[config.mk]
export PLATFORM = sky130hd
export DESIGN_NAME = logic_word_pipe_flat
export DESIGN_NICKNAME = d
export VERILOG_FILES = /design/src/rtl/logic_word_pipe_pkg.sv /design/src/rtl/logic_word_pipe_if.sv /design/src/rtl/logic_core.sv /design/src/rtl/logic_word_pipe.sv /design/src/flat_wrapper.sv
export SDC_FILE = /design/constraint.sdc
export NUM_CORES = 1
export LEC_CHECK = 0
export ABC_AREA = 1
export ABC_CLOCK_PERIOD_IN_PS = 6200
export CAP_MARGIN = 20
export CORE_MARGIN = 2
export CORE_UTILIZATION = 62
export DETAILED_ROUTE_END_ITERATION = 8
export PLACE_DENSITY_LB_ADDON = 0.15
export REMOVE_ABC_BUFFERS = 1
export SYNTH_ARGS = -nofsm -noshare
export SYNTH_HDL_FRONTEND = slang
export SYNTH_HIERARCHICAL = 1
export SYNTH_SLANG_ARGS = --single-unit
[constraint.sdc]
create_clock -name clk -period 6.2 [get_ports clk]
set_input_delay 1.24 -clock clk [delete_from_list [all_inputs] [get_ports clk]]
set_output_delay 1.24 -clock clk [all_outputs]
set_load 0.01 [all_outputs]
[src/rtl/logic_word_pipe_pkg.sv]
// Shared opcode constants and types for logic_word_pipe.
// Contents: op_t, OP_AND..OP_CLR_ACC, used by the decoder, the top and the bench.
package logic_word_pipe_pkg;

   typedef logic [2:0] op_t;

   localparam op_t OP_AND     = 3'd0;
   localparam op_t OP_OR      = 3'd1;
   localparam op_t OP_XOR     = 3'd2;
   localparam op_t OP_NOR     = 3'd3;
   localparam op_t OP_ANDN    = 3'd4;
   localparam op_t OP_PASS_A  = 3'd5;
   localparam op_t OP_OR_ACC  = 3'd6;
   localparam op_t OP_CLR_ACC = 3'd7;

endpackage

[src/rtl/logic_word_pipe_if.sv]
// Valid/ready bus of logic_word_pipe: operand side (in_*, a, b, op) and result side.
// master = upstream/downstream environment, slave = the logic unit.
interface logic_word_pipe_if
   import logic_word_pipe_pkg::*;
#(
   parameter int WIDTH = 20
);

   logic             in_valid;
   logic             in_ready;
   logic [WIDTH-1:0] a;
   logic [WIDTH-1:0] b;
   op_t              op;
   logic             out_valid;
   logic             out_ready;
   logic [WIDTH-1:0] c;
   logic             zero;
   logic             neg;
   logic             parity;

   modport master (
      output in_valid, a, b, op, out_ready,
      input  in_ready, out_valid, c, zero, neg, parity
   );

   modport slave (
      input  in_valid, a, b, op, out_ready,
      output in_ready, out_valid, c, zero, neg, parity
   );

endinterface

[src/rtl/logic_core.sv]
// Combinational logic op, flags and accumulator next-state.
// Ports: a_i, b_i, op_i, acc_i -> c_o, zero_o, neg_o, parity_o, acc_next_o, acc_we_o.
module logic_core
   import logic_word_pipe_pkg::*;
#(
   parameter int WIDTH = 20
) (
   input  logic [WIDTH-1:0] a_i,
   input  logic [WIDTH-1:0] b_i,
   input  op_t              op_i,
   input  logic [WIDTH-1:0] acc_i,
   output logic [WIDTH-1:0] c_o,
   output logic             zero_o,
   output logic             neg_o,
   output logic             parity_o,
   output logic [WIDTH-1:0] acc_next_o,
   output logic             acc_we_o
);

   logic [WIDTH-1:0] or_acc;

   assign or_acc = acc_i | a_i;

   always_comb begin
      c_o        = '0;
      acc_next_o = acc_i;
      acc_we_o   = 1'b0;
      unique case (op_i)
         OP_AND:    c_o = a_i & b_i;
         OP_OR:     c_o = a_i | b_i;
         OP_XOR:    c_o = a_i ^ b_i;
         OP_NOR:    c_o = ~(a_i | b_i);
         OP_ANDN:   c_o = a_i & ~b_i;
         OP_PASS_A: c_o = a_i;
         OP_OR_ACC: begin
            c_o        = or_acc;
            acc_next_o = or_acc;
            acc_we_o   = 1'b1;
         end
         OP_CLR_ACC: begin
            c_o        = '0;
            acc_next_o = '0;
            acc_we_o   = 1'b1;
         end
      endcase
   end

   assign zero_o   = (c_o == '0);
   assign neg_o    = c_o[WIDTH-1];
   assign parity_o = ^c_o;

endmodule

[src/rtl/logic_word_pipe.sv]
// Two-stage pipelined bitwise logic unit with OR-accumulator.
// Ports: clk, rst (sync, active high), bus (slave side of logic_word_pipe_if).
module logic_word_pipe
   import logic_word_pipe_pkg::*;
#(
   parameter int WIDTH = 20
) (
   input logic              clk,
   input logic              rst,
   logic_word_pipe_if.slave bus
);

   logic             s1_valid_q;
   logic [WIDTH-1:0] s1_a_q;
   logic [WIDTH-1:0] s1_b_q;
   op_t              s1_op_q;

   logic             s2_valid_q;
   logic [WIDTH-1:0] c_q;
   logic             zero_q;
   logic             neg_q;
   logic             parity_q;

   logic [WIDTH-1:0] acc_q;
   logic [WIDTH-1:0] acc_d;
   logic             acc_we;

   logic [WIDTH-1:0] c_d;
   logic             zero_d;
   logic             neg_d;
   logic             parity_d;

   logic             s1_en;
   logic             s2_en;

   // S2 frees up when empty or draining; S1 follows.
   assign s2_en = !s2_valid_q || bus.out_ready;
   assign s1_en = !s1_valid_q || s2_en;

   assign bus.in_ready  = s1_en;
   assign bus.out_valid = s2_valid_q;
   assign bus.c         = c_q;
   assign bus.zero      = zero_q;
   assign bus.neg       = neg_q;
   assign bus.parity    = parity_q;

   logic_core #(.WIDTH(WIDTH)) u_core (
      .a_i        (s1_a_q),
      .b_i        (s1_b_q),
      .op_i       (s1_op_q),
      .acc_i      (acc_q),
      .c_o        (c_d),
      .zero_o     (zero_d),
      .neg_o      (neg_d),
      .parity_o   (parity_d),
      .acc_next_o (acc_d),
      .acc_we_o   (acc_we)
   );

   always_ff @(posedge clk) begin
      if (rst) begin
         s1_valid_q <= 1'b0;
         s1_a_q     <= '0;
         s1_b_q     <= '0;
         s1_op_q    <= OP_AND;
         s2_valid_q <= 1'b0;
         c_q        <= '0;
         zero_q     <= 1'b0;
         neg_q      <= 1'b0;
         parity_q   <= 1'b0;
         acc_q      <= '0;
      end else begin
         if (s1_en) begin
            s1_valid_q <= bus.in_valid;
            if (bus.in_valid) begin
               s1_a_q  <= bus.a;
               s1_b_q  <= bus.b;
               s1_op_q <= bus.op;
            end
         end
         if (s2_en) begin
            s2_valid_q <= s1_valid_q;
            // acc moves only with its own transaction, keeping order.
            if (s1_valid_q) begin
               c_q      <= c_d;
               zero_q   <= zero_d;
               neg_q    <= neg_d;
               parity_q <= parity_d;
               if (acc_we) acc_q <= acc_d;
            end
         end
      end
   end

endmodule

[src/flat_wrapper.sv]
// flat-port wrapper written by rule: the top's interface ports become plain ports
module logic_word_pipe_flat import logic_word_pipe_pkg::*;
#(
   parameter int WIDTH = 20
)
  (clk, rst, bus_in_valid, bus_a, bus_b, bus_op, bus_out_ready, bus_in_ready, bus_out_valid, bus_c, bus_zero, bus_neg, bus_parity);
  logic_word_pipe_if #(.WIDTH(WIDTH)) bus_i ();
  input logic clk;
  input logic rst;
  input wire logic [$bits(bus_i.in_valid)-1:0] bus_in_valid;
  input wire logic [$bits(bus_i.a)-1:0] bus_a;
  input wire logic [$bits(bus_i.b)-1:0] bus_b;
  input wire logic [$bits(bus_i.op)-1:0] bus_op;
  input wire logic [$bits(bus_i.out_ready)-1:0] bus_out_ready;
  output wire logic [$bits(bus_i.in_ready)-1:0] bus_in_ready;
  output wire logic [$bits(bus_i.out_valid)-1:0] bus_out_valid;
  output wire logic [$bits(bus_i.c)-1:0] bus_c;
  output wire logic [$bits(bus_i.zero)-1:0] bus_zero;
  output wire logic [$bits(bus_i.neg)-1:0] bus_neg;
  output wire logic [$bits(bus_i.parity)-1:0] bus_parity;
  assign bus_i.in_valid = bus_in_valid;
  assign bus_i.a = bus_a;
  assign bus_i.b = bus_b;
  assign bus_i.op = bus_op;
  assign bus_i.out_ready = bus_out_ready;
  assign bus_in_ready = bus_i.in_ready;
  assign bus_out_valid = bus_i.out_valid;
  assign bus_c = bus_i.c;
  assign bus_zero = bus_i.zero;
  assign bus_neg = bus_i.neg;
  assign bus_parity = bus_i.parity;
  logic_word_pipe #(.WIDTH(WIDTH)) u_core (.clk(clk), .rst(rst), .bus(bus_i));
endmodule
== Word level (Yosys, flattened, before mapping) ==
Index checks and enable logic that the tools add are counted.
Storage, ports and cells
  register bits: 88
  logic and storage cells: 39
Operators by class
  eq/ne operators: 7
  multiplexer cells: 3
  bitwise operators: 7
  reduce and logical (&&, ||, !) cells: 12
Operators by type and width (number)
  one-hot mux 20 bit (8 select lines): 1
  bitwise AND 20 bit: 2
  inverter 20 bit: 2
  OR 20 bit: 2
  one-hot mux 20 bit (2 select lines): 1
  logical NOT 20 bit: 1
  XOR reduction 20 bit: 1
  XOR 20 bit: 1
  == test 3 bit (second input constant): 4
  == test 3 x 2 -> 1 bit (second input constant): 2
  AND reduction 2 bit: 2
  AND reduction 4 bit: 1
  == test 3 x 1 -> 1 bit (second input constant): 1
  logical NOT 3 bit: 1
  logical NOT 1 bit: 2
  logical OR 1 bit: 2
  nonzero test 2 bit: 1
  OR reduction 2 bit: 1
  2-to-1 mux 1 bit: 1

== Depth between registers and ports, before layout ==
Gate-level depths: netlist of run 1.
  depth in word-level cells: 4
  depth in mapped cells: 23

== By module ==
Netlist of run 1, hierarchy kept.
Modules (own cells, without submodules)
  logic_word_pipe: times used 1, cells an instance 529, area each 3769.9 µm², sequential area each 1761.7 µm²
  logic_core: times used 1, cells an instance 493, area each 2394.8 µm², sequential area each 0.0 µm²

== Worst setup path after synthesis of run 1 ==
No wires, ideal clock.
  kind: input -> output
  start point: input bus_out_ready
  end point: output bus_in_ready
  arrival: 1625 ps
  required time: 4960 ps
  path slack: 3335 ps
  stages on the path: 3
  cells stage by stage: inv_1 -> nand3_2 -> buf_2
On the way
  cells in the longest elaborated chain, start to end: 2
RTL lines
  from (decl): RTL line flat_wrapper.sv:14  | input wire logic [$bits(bus_i.out_ready)-1:0] bus_out_ready;
  logical OR 1 bit: RTL line logic_word_pipe.sv:37  | assign s2_en = !s2_valid_q || bus.out_ready;
  logical OR 1 bit: RTL line logic_word_pipe.sv:38  | assign s1_en = !s1_valid_q || s2_en;
  to (decl): RTL line flat_wrapper.sv:15  | output wire logic [$bits(bus_i.in_ready)-1:0] bus_in_ready;
Every way passes these cells.

== Worst setup path after layout of run 1 ==
Ends and elaborated chain as after synthesis.

==> results.yml, run 1 <==
placement:
  portBuffers: 71
  gp_congestion: 0.848
  place_hpwl_um: 9370
sta:
  min_period_over_period_pct: 59.7
  finalSetupViolCount: 0
  hold_violations: 0
  tightest_slew_ns: 1.05
  fmax_ghz: 0.270
  maxSlewHeadroom_pct: 29.9
  period_needed_ns: 3.70
  grt_setup_unrepaired: "false"
  fin_skew_ns: 0.0109
  hold_slack_ns: 0.487
  slew_violations: 0
  setup_tns_ns: 0
clocking:
  htree_levels: 3
  clkTransAtPathRegs_ns: 0.09
  cts_hold_buf: 0
  ctsResizeCount: 0
  cts_root_buffer: "clkbuf_8"
  cts_buffers: 9
  clock_latency_ns: 0.37
  postCtsSetupBuffers: 0
  cts_buffer_depth: 2
  cts_tree: "built"
  cts.sinks: 88
grt:
  grt_max_degree: 88
  antenna_found_initial: 0
  grt_pass1_wl_um: 24400
  first_global_vias: 5502
  grt_usage_pct: 27.1
  grt_overflow: 0
finish:
  n_fill_cell: 888
  post-route-util_pct: 71.7
  n_antenna_cell: 0
  areaGrowthSynthToFinish_pct: 13.2
  nets: 1128
  final_layout_size_suffix_gt1_share_pct: 5.21
power_and_ir_drop:
  ir_drop_uv: 135
  leakagePower_uw: 0.00360
  p_per_area_nw_per_um2: 214
min_path:
  worstHoldStart: "u_core/bus.c[3]$_SDFFE_PP0P_"
  worst_hold_path.endpoint: "u_core/bus.c[3]$_SDFFE_PP0P_"
  hold_depth: 2
  hold_class: "reg2reg"
logic_synthesis:
  synth_top_area_share_pct: 28.6
  synthFlopType: "dfxtp_1"
  yosys.area_share.simple_pct: 41.4
  ys_seq_area_share_pct: 28.6
  synth-edff-count: 0
  yosys.area_share.adder_pct: 6.09
  ys_warn_count: 6
  ys_top_cells_by_count: "nand2_1 (304), nor2_1 (150), inv_1 (145)"
  synth_area_leader_cell: "dfxtp_1"
  synth_top_family_by_area: "simple AND/OR/NAND/NOR gates"
  synth-xor-area-share_pct: 0.284
  netlist_top_cells_area: "dfxtp_1 (29%), nand2_1 (19%), nor2_1 (9.1%)"
  syn_area_per_cell_um2: 6.03
  synthArstFlopShare_pct: 0
  synthCells: 1022
  netlist_area_um2: 6160
  synth_compound_area_share_pct: 9.13
  muxShareOfSynthArea_pct: 0
  synth.most_common_cell: "nand2_1"
  ys_ff_latch: 88
  yosys.cell_types.count: 32
status:
  outcome: "complete, no violations"
setup_path:
  r2r_start: "u_core/s1_op_q[0]$_SDFFE_PP0P_"
  path_common_cell: "clkdlybuf4s50_1"
  rr_endpoint: "u_core/bus.parity$_SDFFE_PP0P_"
  critPathKind: "in2out"
  path_cells: "clkdlybuf4s50_1 > inv_1 > nand3_4 > clkdlybuf4s50_1"
  crit_buf_inv: 3
  critical_path.max_stage_delay_ns: 0.55
  crit_required_ns: 4.96
  end_kind: "output pin"
  crit_family: "buffers and inverters"
  worstRegToRegCells: 15
  critPathLaunchType: "input pin"
  path_max_fanout: 3
  critPathSlowestCell: "clkdlybuf4s50_1"
  cp_num_cells: 4
  r2r_setup_slack_ns: 2.93
  arrival_ns: 2.46
route:
  first_pass_iters: 5
  routed_wl_um: 14300
  wl_per_cell_um: 12.0
  vias: 6123
  drc: 0
  vias_per_cell: 5.15
  drt_iter0_markers: 388
  antenna_left: 0
floorplanning:
  dieArea_um2: 10800
  io_pins: 72
  initial_utilization_pct: 63.4
  rows: 36
  coreArea_um2: 9730
  die_h_um: 104
  die_w_um: 104
job:
  maxCapViolations: 0
-- cell usage in the layout (no fill, tap or decap), types with 2 or more instances in the layout --
| master | n |
|---|---|
| a21oi_1 | 72 |
| inv_1 | 145 |
| o21bai_1 | 2 |
| xnor2_1 | 2 |
| clkinvlp_4 | 2 |
| clkbuf_8 | 9 |
| clkinv_4 | 2 |
| and2_0 | 4 |
| o21ai_0 | 14 |
| nor3_1 | 3 |
| buf_4 | 8 |
| nor2_1 | 149 |
| o21ai_2 | 10 |
| nand3b_1 | 44 |
| clkdlybuf4s50_1 | 70 |
| dfxtp_1 | 88 |
| nand3_1 | 65 |
| a21oi_2 | 2 |
| nand2_2 | 6 |
| nand3_4 | 2 |
| inv_2 | 5 |
| nor2_2 | 2 |
| ha_1 | 30 |
| clkinv_2 | 2 |
| nand4_1 | 7 |
| nand2_1 | 303 |
-- metrics by stage --
step           worst slack (ns)  total power (µW)  area (µm²)  std cells
3_3_place_gp               2.48              1080        6780       1173
5_1_grt                    2.46              1590        6980       1189
6_report                   2.50              1490        6980       1189
2_1_floorplan              2.75               952        5830        961
3_5_place_dp               2.49              1090        6780       1173
4_1_cts                    2.49              1490        6980       1189
-- final cells by class --
class | instances | area (µm²) | share of cell area, %
inverters | 150 | 563 | 8.07
clock buffers | 9 | 124 | 1.78
clock inverters | 7 | 72.6 | 1.04
well taps | 133 | 166 | 2.39
repair buffers | 79 | 766 | 11.0
flip-flops and latches | 88 | 1760 | 25.3
multi-input cells | 723 | 3520 | 50.5
-- kinds of logic (layout without fill, tap and decap cells) --
family | after synthesis | count (layout)
AND/OR/NAND/NOR | 589 | 589
buffers and inverters | 211 | 245
AO/OA/AOI/OAI | 102 | 102
flip-flops | 88 | 88
adder cells (fa/ha/maj) | 30 | 30
XOR/XNOR | 2 | 2
-- layer usage --
layer,vias to the layer above,routed length (µm),global-route usage (%)
li1,3206,-,-
met1,2725,6720,34.0
met2,167,6650,48.1
met3,25,738,4.53
met4,0,217,7.72
met5,-,0,0
-- state kept, by name (all words and copies together), names as in the netlist, 3 cells and up --
name            flops
u_core/s1_op_q      3
u_core/s1_a_q      20
u_core/bus.c       20
u_core/acc_q       20
u_core/s1_b_q      20
-- tightest hold or removal path, cell delays in order, from the launching register on --
cell     delay (ns)
dfxtp_1        0.33
nor2_1         0.05
nor2_1         0.08
-- power breakdown --
part | internal, µW | total, µW | switching (µW)
clock network | 186 | 403 | 216
logic | 196 | 460 | 264
registers | 601 | 630 | 29.6
total | 982 | 1490 | 510
-- how the worst max path moves through the flow --
stage | startpoint | end | slack [ns]
final | bus_out_ready | bus_in_ready | 2.50
after global routing | bus_out_ready | bus_in_ready | 2.46
after CTS | bus_out_ready | bus_in_ready | 2.49
after detailed placement | bus_out_ready | bus_in_ready | 2.49
after global placement | bus_out_ready | bus_in_ready | 2.48
after floorplan | bus_out_ready | bus_in_ready | 2.75
Power figures use the tool's default switching activity.
==> run 2: changes to the inputs <==
--- a/config.mk
+++ b/config.mk
@@ -6,10 +6,10 @@
 export NUM_CORES = 1
 export LEC_CHECK = 0
 export ABC_AREA = 1
-export ABC_CLOCK_PERIOD_IN_PS = 6200
+export ABC_CLOCK_PERIOD_IN_PS = 3600
 export CAP_MARGIN = 20
 export CORE_MARGIN = 2
-export CORE_UTILIZATION = 62
+export CORE_UTILIZATION = 57
 export DETAILED_ROUTE_END_ITERATION = 8
 export PLACE_DENSITY_LB_ADDON = 0.15
 export REMOVE_ABC_BUFFERS = 1
==> constraint.sdc (replaced) <==
create_clock -name clk -period 3.6 [get_ports clk]
set_input_delay 0.72 -clock clk [delete_from_list [all_inputs] [get_ports clk]]
set_output_delay 0.72 -clock clk [all_outputs]
set_load 0.01 [all_outputs]
==> run 2 against run 1 <==
Cell count increased by 0.93%. Worst hold slack worse by 0.0020 ns. Register-to-register slack worse by 2.2 ns. Largest power group unchanged.
==> results.yml, run 2 (synthesis gave the netlist of run 1 again) <==
status:
  outcome: "complete, no violations"
route:
  routed_wl_um: 14400
  first_pass_iters: 6
  drc: 0
  antenna_left: 0
  drt_iter0_markers: 277
  vias_per_cell: 5.04
  wl_per_cell_um: 12.0
  vias: 6052
setup_path:
  crit_buf_inv: 2
  rr_endpoint: "u_core/bus.parity$_SDFFE_PP0P_"
  critPathKind: "reg2reg"
  path_cells: "nand3_1 > buf_4 > a21oi_1 > nor2_1 > ha_1 > nand2_1 > inv_1 > nor2_1 > nand2_1 > nand2_1 > nand2_1 > nand3_1 > nand2_1 > nand3b_1 > nand2_1 > nor2_1"
  critPathLaunchType: "flip-flop"
  crit_family: "simple AND/OR/NAND/NOR gates"
  r2r_setup_slack_ns: 0.68
  crit_required_ns: 3.86
  end_kind: "flip-flop"
  r2r_start: "u_core/s1_op_q[2]$_SDFFE_PP0P_"
  critPathSlowestCell: "dfxtp_1"
  path_max_fanout: 12
  arrival_ns: 3.18
  cp_num_cells: 16
  critical_path.max_stage_delay_ns: 0.62
  path_common_cell: "nand2_1"
  crit_start: "u_core/s1_op_q[2]$_SDFFE_PP0P_"
  worstRegToRegCells: 16
floorplanning:
  die_w_um: 108
  dieArea_um2: 11700
  coreArea_um2: 10400
  die_h_um: 108
  initial_utilization_pct: 59.2
  io_pins: 72
  rows: 37
min_path:
  hold_class: "reg2reg"
  worst_hold_path.endpoint: "u_core/bus.c[2]$_SDFFE_PP0P_"
  worstHoldStart: "u_core/bus.c[2]$_SDFFE_PP0P_"
  hold_depth: 2
finish:
  n_antenna_cell: 0
  nets: 1137
  final_common_cell: "nand2_1"
  final_cell_mix: "nand2_1 (303), nor2_1 (150), inv_1 (145), dfxtp_1 (88), a21oi_1 (72)"
  areaGrowthSynthToFinish_pct: 14.6
  multi_input_area_um2: 3510
  n_fill_cell: 985
  final_layout_size_suffix_gt1_share_pct: 5.64
  seqCellArea_um2: 1760
sta:
  min_period_over_period_pct: 81.0
  grt_setup_unrepaired: "false"
  maxSlewHeadroom_pct: 43.8
  hold_violations: 0
  finalSetupViolCount: 0
  setup_tns_ns: 0
  setup_slack_ns: 0.684
  hold_slack_ns: 0.485
  tightest_slew_ns: 0.843
  fmax_ghz: 0.343
  slew_violations: 0
  period_needed_ns: 2.92
  fin_skew_ns: 0.00812
clocking:
  cts_buffer_depth: 2
  htree_levels: 3
  cts_buffers: 9
  cts_tree: "built"
  clkTransAtPathRegs_ns: 0.08
  clock_latency_ns: 0.37
  cts_hold_buf: 0
  cts.sinks: 88
  ctsResizeCount: 0
  postCtsSetupBuffers: 0
  cts_root_buffer: "clkbuf_8"
placement:
  gp_congestion: 0.929
  portBuffers: 71
  dp_worst_setup_slack_ns: 0.729
  place_hpwl_um: 10000
power_and_ir_drop:
  leakagePower_uw: 0.00365
  p_per_area_nw_per_um2: 362
  ir_drop_uv: 271
grt:
  grt_overflow: 0
  grt_usage_pct: 26.2
  antenna_found_initial: 0
  grt_max_degree: 88
  grt_pass1_wl_um: 24500
  first_global_vias: 5351
job:
  maxCapViolations: 0
run 2: changes by cell type in the layout (fill, tap and decap cells not counted), sizes merged:
cell / delta
buf: +9
clkbuf: +3
clkinv: -3
clkinvlp: -1
run 2: routing by layer:
layer	share of wire [%]	GRT usage, %	wire length, µm	up-vias
li1	-	-	-	3223
met1	48	34.9	6970	2645
met2	44	43.4	6340	160
met3	5.9	4.10	850	24
met4	1.6	8.61	227	0
met5	0	0	0	-
run 2: layout make-up:
cell class                      count  area share [%]
Multi-Input combinational cell    723            49.7
Sequential cell                    88            24.9
Timing Repair Buffer               88            12.3
Inverter                          150            7.97
Tap cell                          136            2.41
Clock buffer                       12            2.05
Clock inverter                      3           0.602
run 2: worst max-delay path by stage:
stage / endpoint
finish: u_core/bus.parity$_SDFFE_PP0P_
global placement: u_core/bus.parity$_SDFFE_PP0P_
floorplan: u_core/bus.parity$_SDFFE_PP0P_
CTS: u_core/bus.parity$_SDFFE_PP0P_
global route: u_core/bus.parity$_SDFFE_PP0P_
detailed placement: u_core/bus.parity$_SDFFE_PP0P_
run 2: worst reg2reg max path: stages (launching register included):
cell	delay, ns
dfxtp_1	0.62
nand3_1	0.42
buf_4	0.33
a21oi_1	0.19
nor2_1	0.07
ha_1	0.37
nand2_1	0.12
inv_1	0.04
nor2_1	0.07
nand2_1	0.05
nand2_1	0.07
nand2_1	0.06
nand3_1	0.08
nand2_1	0.05
nand3b_1	0.14
nand2_1	0.08
nor2_1	0.04
run 2: metrics by stage:
step | std cells | util (%) | instance area [µm²] | power (µW)
after floorplan | 961 | - | 5830 | 1640
after global placement | 1185 | 66.0 | 6880 | 1880
after detailed placement | 1185 | 66.0 | 6880 | 1900
after CTS | 1200 | 67.8 | 7070 | 2560
after global routing | 1200 | 67.8 | 7070 | 2740
final | 1200 | 67.8 | 7070 | 2560
run 2: power by group:
| group | internal (µW) | leakage [µW] | switching [µW] | total, µW |
|---|---|---|---|---|
| combinational | 347 | 0.00283 | 448 | 795 |
| sequential | 1030 | 0.000725 | 54.2 | 1090 |
| clock | 335 | 0.0000925 | 339 | 674 |
| total | 1720 | 0.00365 | 841 | 2560 |
==> run 3: changes to the inputs <==
--- a/config.mk
+++ b/config.mk
@@ -6,7 +6,7 @@
 export NUM_CORES = 1
 export LEC_CHECK = 0
 export ABC_AREA = 1
-export ABC_CLOCK_PERIOD_IN_PS = 3600
+export ABC_CLOCK_PERIOD_IN_PS = 2700
 export CAP_MARGIN = 20
 export CORE_MARGIN = 2
 export CORE_UTILIZATION = 57
==> constraint.sdc (replaced) <==
create_clock -name clk -period 2.7 [get_ports clk]
set_input_delay 0.54 -clock clk [delete_from_list [all_inputs] [get_ports clk]]
set_output_delay 0.54 -clock clk [all_outputs]
set_load 0.01 [all_outputs]
==> run 3 against run 2 <==
Maximum frequency up 15%. Sequential power increased by 33%. Worst hold slack worse by 0.0012 ns. Clock-buffer cell count is 2 lower. Power increased by 35%. Setup slack worse by 0.53 ns. Non-clock buffer count grew 18. Global-route usage shrank 0.26 points. Critical path depth grew 3. Register-to-register slack worse by 0.53 ns. First-iteration DRC count grew 26%. Largest power group unchanged.
==> results.yml, run 3 (synthesis gave the netlist of run 1 again) <==
status:
  outcome: "complete, no violations"
route:
  vias_per_cell: 5.12
  drt_iter0_markers: 350
  antenna_left: 0
  first_pass_iters: 5
  drc: 0
  wl_per_cell_um: 12.5
  vias: 6236
  routed_wl_um: 15200
floorplanning:
  die_h_um: 108
  io_pins: 72
  initial_utilization_pct: 59.2
  rows: 37
  coreArea_um2: 10400
  die_w_um: 108
  dieArea_um2: 11700
sta:
  maxSlewHeadroom_pct: 69.3
  fin_skew_ns: 0.00985
  setup_slack_ns: 0.157
  period_needed_ns: 2.54
  slew_violations: 0
  min_period_over_period_pct: 94.2
  tightest_slew_ns: 0.459
  hold_violations: 0
  fmax_ghz: 0.393
  hold_slack_ns: 0.484
  finalSetupViolCount: 0
setup_path:
  crit_family: "simple AND/OR/NAND/NOR gates"
  path_cells: "inv_2 > nand3_1 > buf_4 > nand2_1 > inv_1 > nor2_1 > nor2_4 > ha_1 > nor2_1 > inv_1 > nand2_1 > nand2_1 > nand2_1 > nand2_1 > nand3_1 > nand2_1 > nand3b_1 > nand2_1 > nor2_1"
  critical_path.max_stage_delay_ns: 0.36
  end_kind: "flip-flop"
  r2r_start: "u_core/s1_op_q[1]$_SDFFE_PP0P_"
  cp_num_cells: 19
  path_max_fanout: 15
  rr_endpoint: "u_core/bus.parity$_SDFFE_PP0P_"
  crit_required_ns: 2.95
  critPathLaunchType: "flip-flop"
  crit_buf_inv: 4
  arrival_ns: 2.79
  path_common_cell: "nand2_1"
  critPathKind: "reg2reg"
  r2r_setup_slack_ns: 0.16
  worstRegToRegCells: 19
  critPathSlowestCell: "dfxtp_2"
grt:
  grt_pass1_wl_um: 24500
  antenna_found_initial: 1
  first_global_vias: 5357
  grt_usage_pct: 25.9
  grt_max_degree: 88
  grt_overflow: 0
job:
  maxCapViolations: 0
clocking:
  cts_buffers: 9
  cts_buffer_depth: 2
  cts.sinks: 88
  clock_latency_ns: 0.36
  clkTransAtPathRegs_ns: 0.08
  cts_hold_buf: 0
  cts_tree: "built"
  cts_root_buffer: "clkbuf_8"
  htree_levels: 3
min_path:
  hold_class: "reg2reg"
  hold_depth: 2
  worstHoldStart: "u_core/bus.c[1]$_SDFFE_PP0P_"
  worst_hold_path.endpoint: "u_core/bus.c[1]$_SDFFE_PP0P_"
placement:
  portBuffers: 71
  place_hpwl_um: 10200
  dp_worst_setup_slack_ns: 0.0877
  place_area_um2: 6990
  gp_congestion: 0.928
finish:
  final_common_cell: "nand2_1"
  final_layout_size_suffix_gt1_share_pct: 8.23
  areaGrowthSynthToFinish_pct: 18.9
  post-route-util_pct: 70.4
  multi_input_area_um2: 3580
  n_antenna_cell: 0
  final_cell_mix: "nand2_1 (303), nor2_1 (148), inv_1 (145), dfxtp_1 (85), a21oi_1 (72)"
  seqCellArea_um2: 1770
  fin_area_um2: 7330
  nets: 1155
  n_fill_cell: 927
power_and_ir_drop:
  power_uw: 3450
  leakagePower_uw: 0.00376
  p_per_area_nw_per_um2: 470
  ir_drop_uv: 332
==> run 3: cell types whose count changed in the layout (fill, tap and decap cells not counted), moves of 3 or more <==
cell and delta:
inv_4 +3, inv_2 -3, ha_1 -3, dfxtp_1 -3, buf_4 +12
==> run 3: worst max-delay path by stage <==
stage | start | end | slack, ns
global placement | u_core/s1_op_q[0]$_SDFFE_PP0P_ | u_core/bus.parity$_SDFFE_PP0P_ | 0.16
global route | u_core/s1_op_q[1]$_SDFFE_PP0P_ | u_core/bus.parity$_SDFFE_PP0P_ | -0.06
finish | u_core/s1_op_q[1]$_SDFFE_PP0P_ | u_core/bus.parity$_SDFFE_PP0P_ | 0.16
CTS | u_core/s1_op_q[0]$_SDFFE_PP0P_ | u_core/bus.parity$_SDFFE_PP0P_ | 0.08
floorplan | u_core/s1_op_q[2]$_SDFFE_PP0P_ | u_core/bus.parity$_SDFFE_PP0P_ | -0.47
detailed placement | u_core/s1_op_q[0]$_SDFFE_PP0P_ | u_core/bus.parity$_SDFFE_PP0P_ | 0.09
==> run 3: final cells by class <==
type | count | area share [%]
clock buffer | 10 | 1.74
multi-input combinational | 723 | 48.8
clock inverter | 4 | 0.648
inverter | 150 | 7.78
timing repair buffer | 106 | 14.6
tap | 136 | 2.32
sequential | 88 | 24.1
==> run 3: worst register-to-register path: cells and delay by family, from the launching register on <==
| kind | cells | cell delay (ns) |
|---|---|---|
| fa+ha+maj | 1 | 0.37 |
| simple gates | 14 | 1.27 |
| buf+inv | 4 | 0.48 |
| flops | 1 | 0.36 |
==> run 3: routing by layer <==
metal  GRT usage (%)  share of wire [%]  up-vias  routed length [µm]
met5               0              0.085        -                  13
met4            8.42                1.6        2                 246
met3            5.06                7.0       22                1060
met2            41.6                 46      197                6940
met1            35.1                 46     2752                6950
li1                -                  -     3263                   -
==> run 3: timing repair <==
| action | in CTS | in global routing |
|---|---|---|
| resized for setup | 0 | 26 |
| setup endpoints to repair | 0 | 1 |
| buffers inserted | 0 | 3 |
==> run 3: through the flow <==
step           instances  TNS [ns]
6_report            1217         0
5_1_grt             1217   -0.0593
4_1_cts             1211         0
3_5_place_dp        1197         0
3_3_place_gp        1197         0
2_1_floorplan        961    -0.469
==> run 3: report_power, final <==
part	total (µW)	internal (µW)	switching, µW
clock	858	415	443
combinational	1140	511	628
sequential	1450	1380	70.9
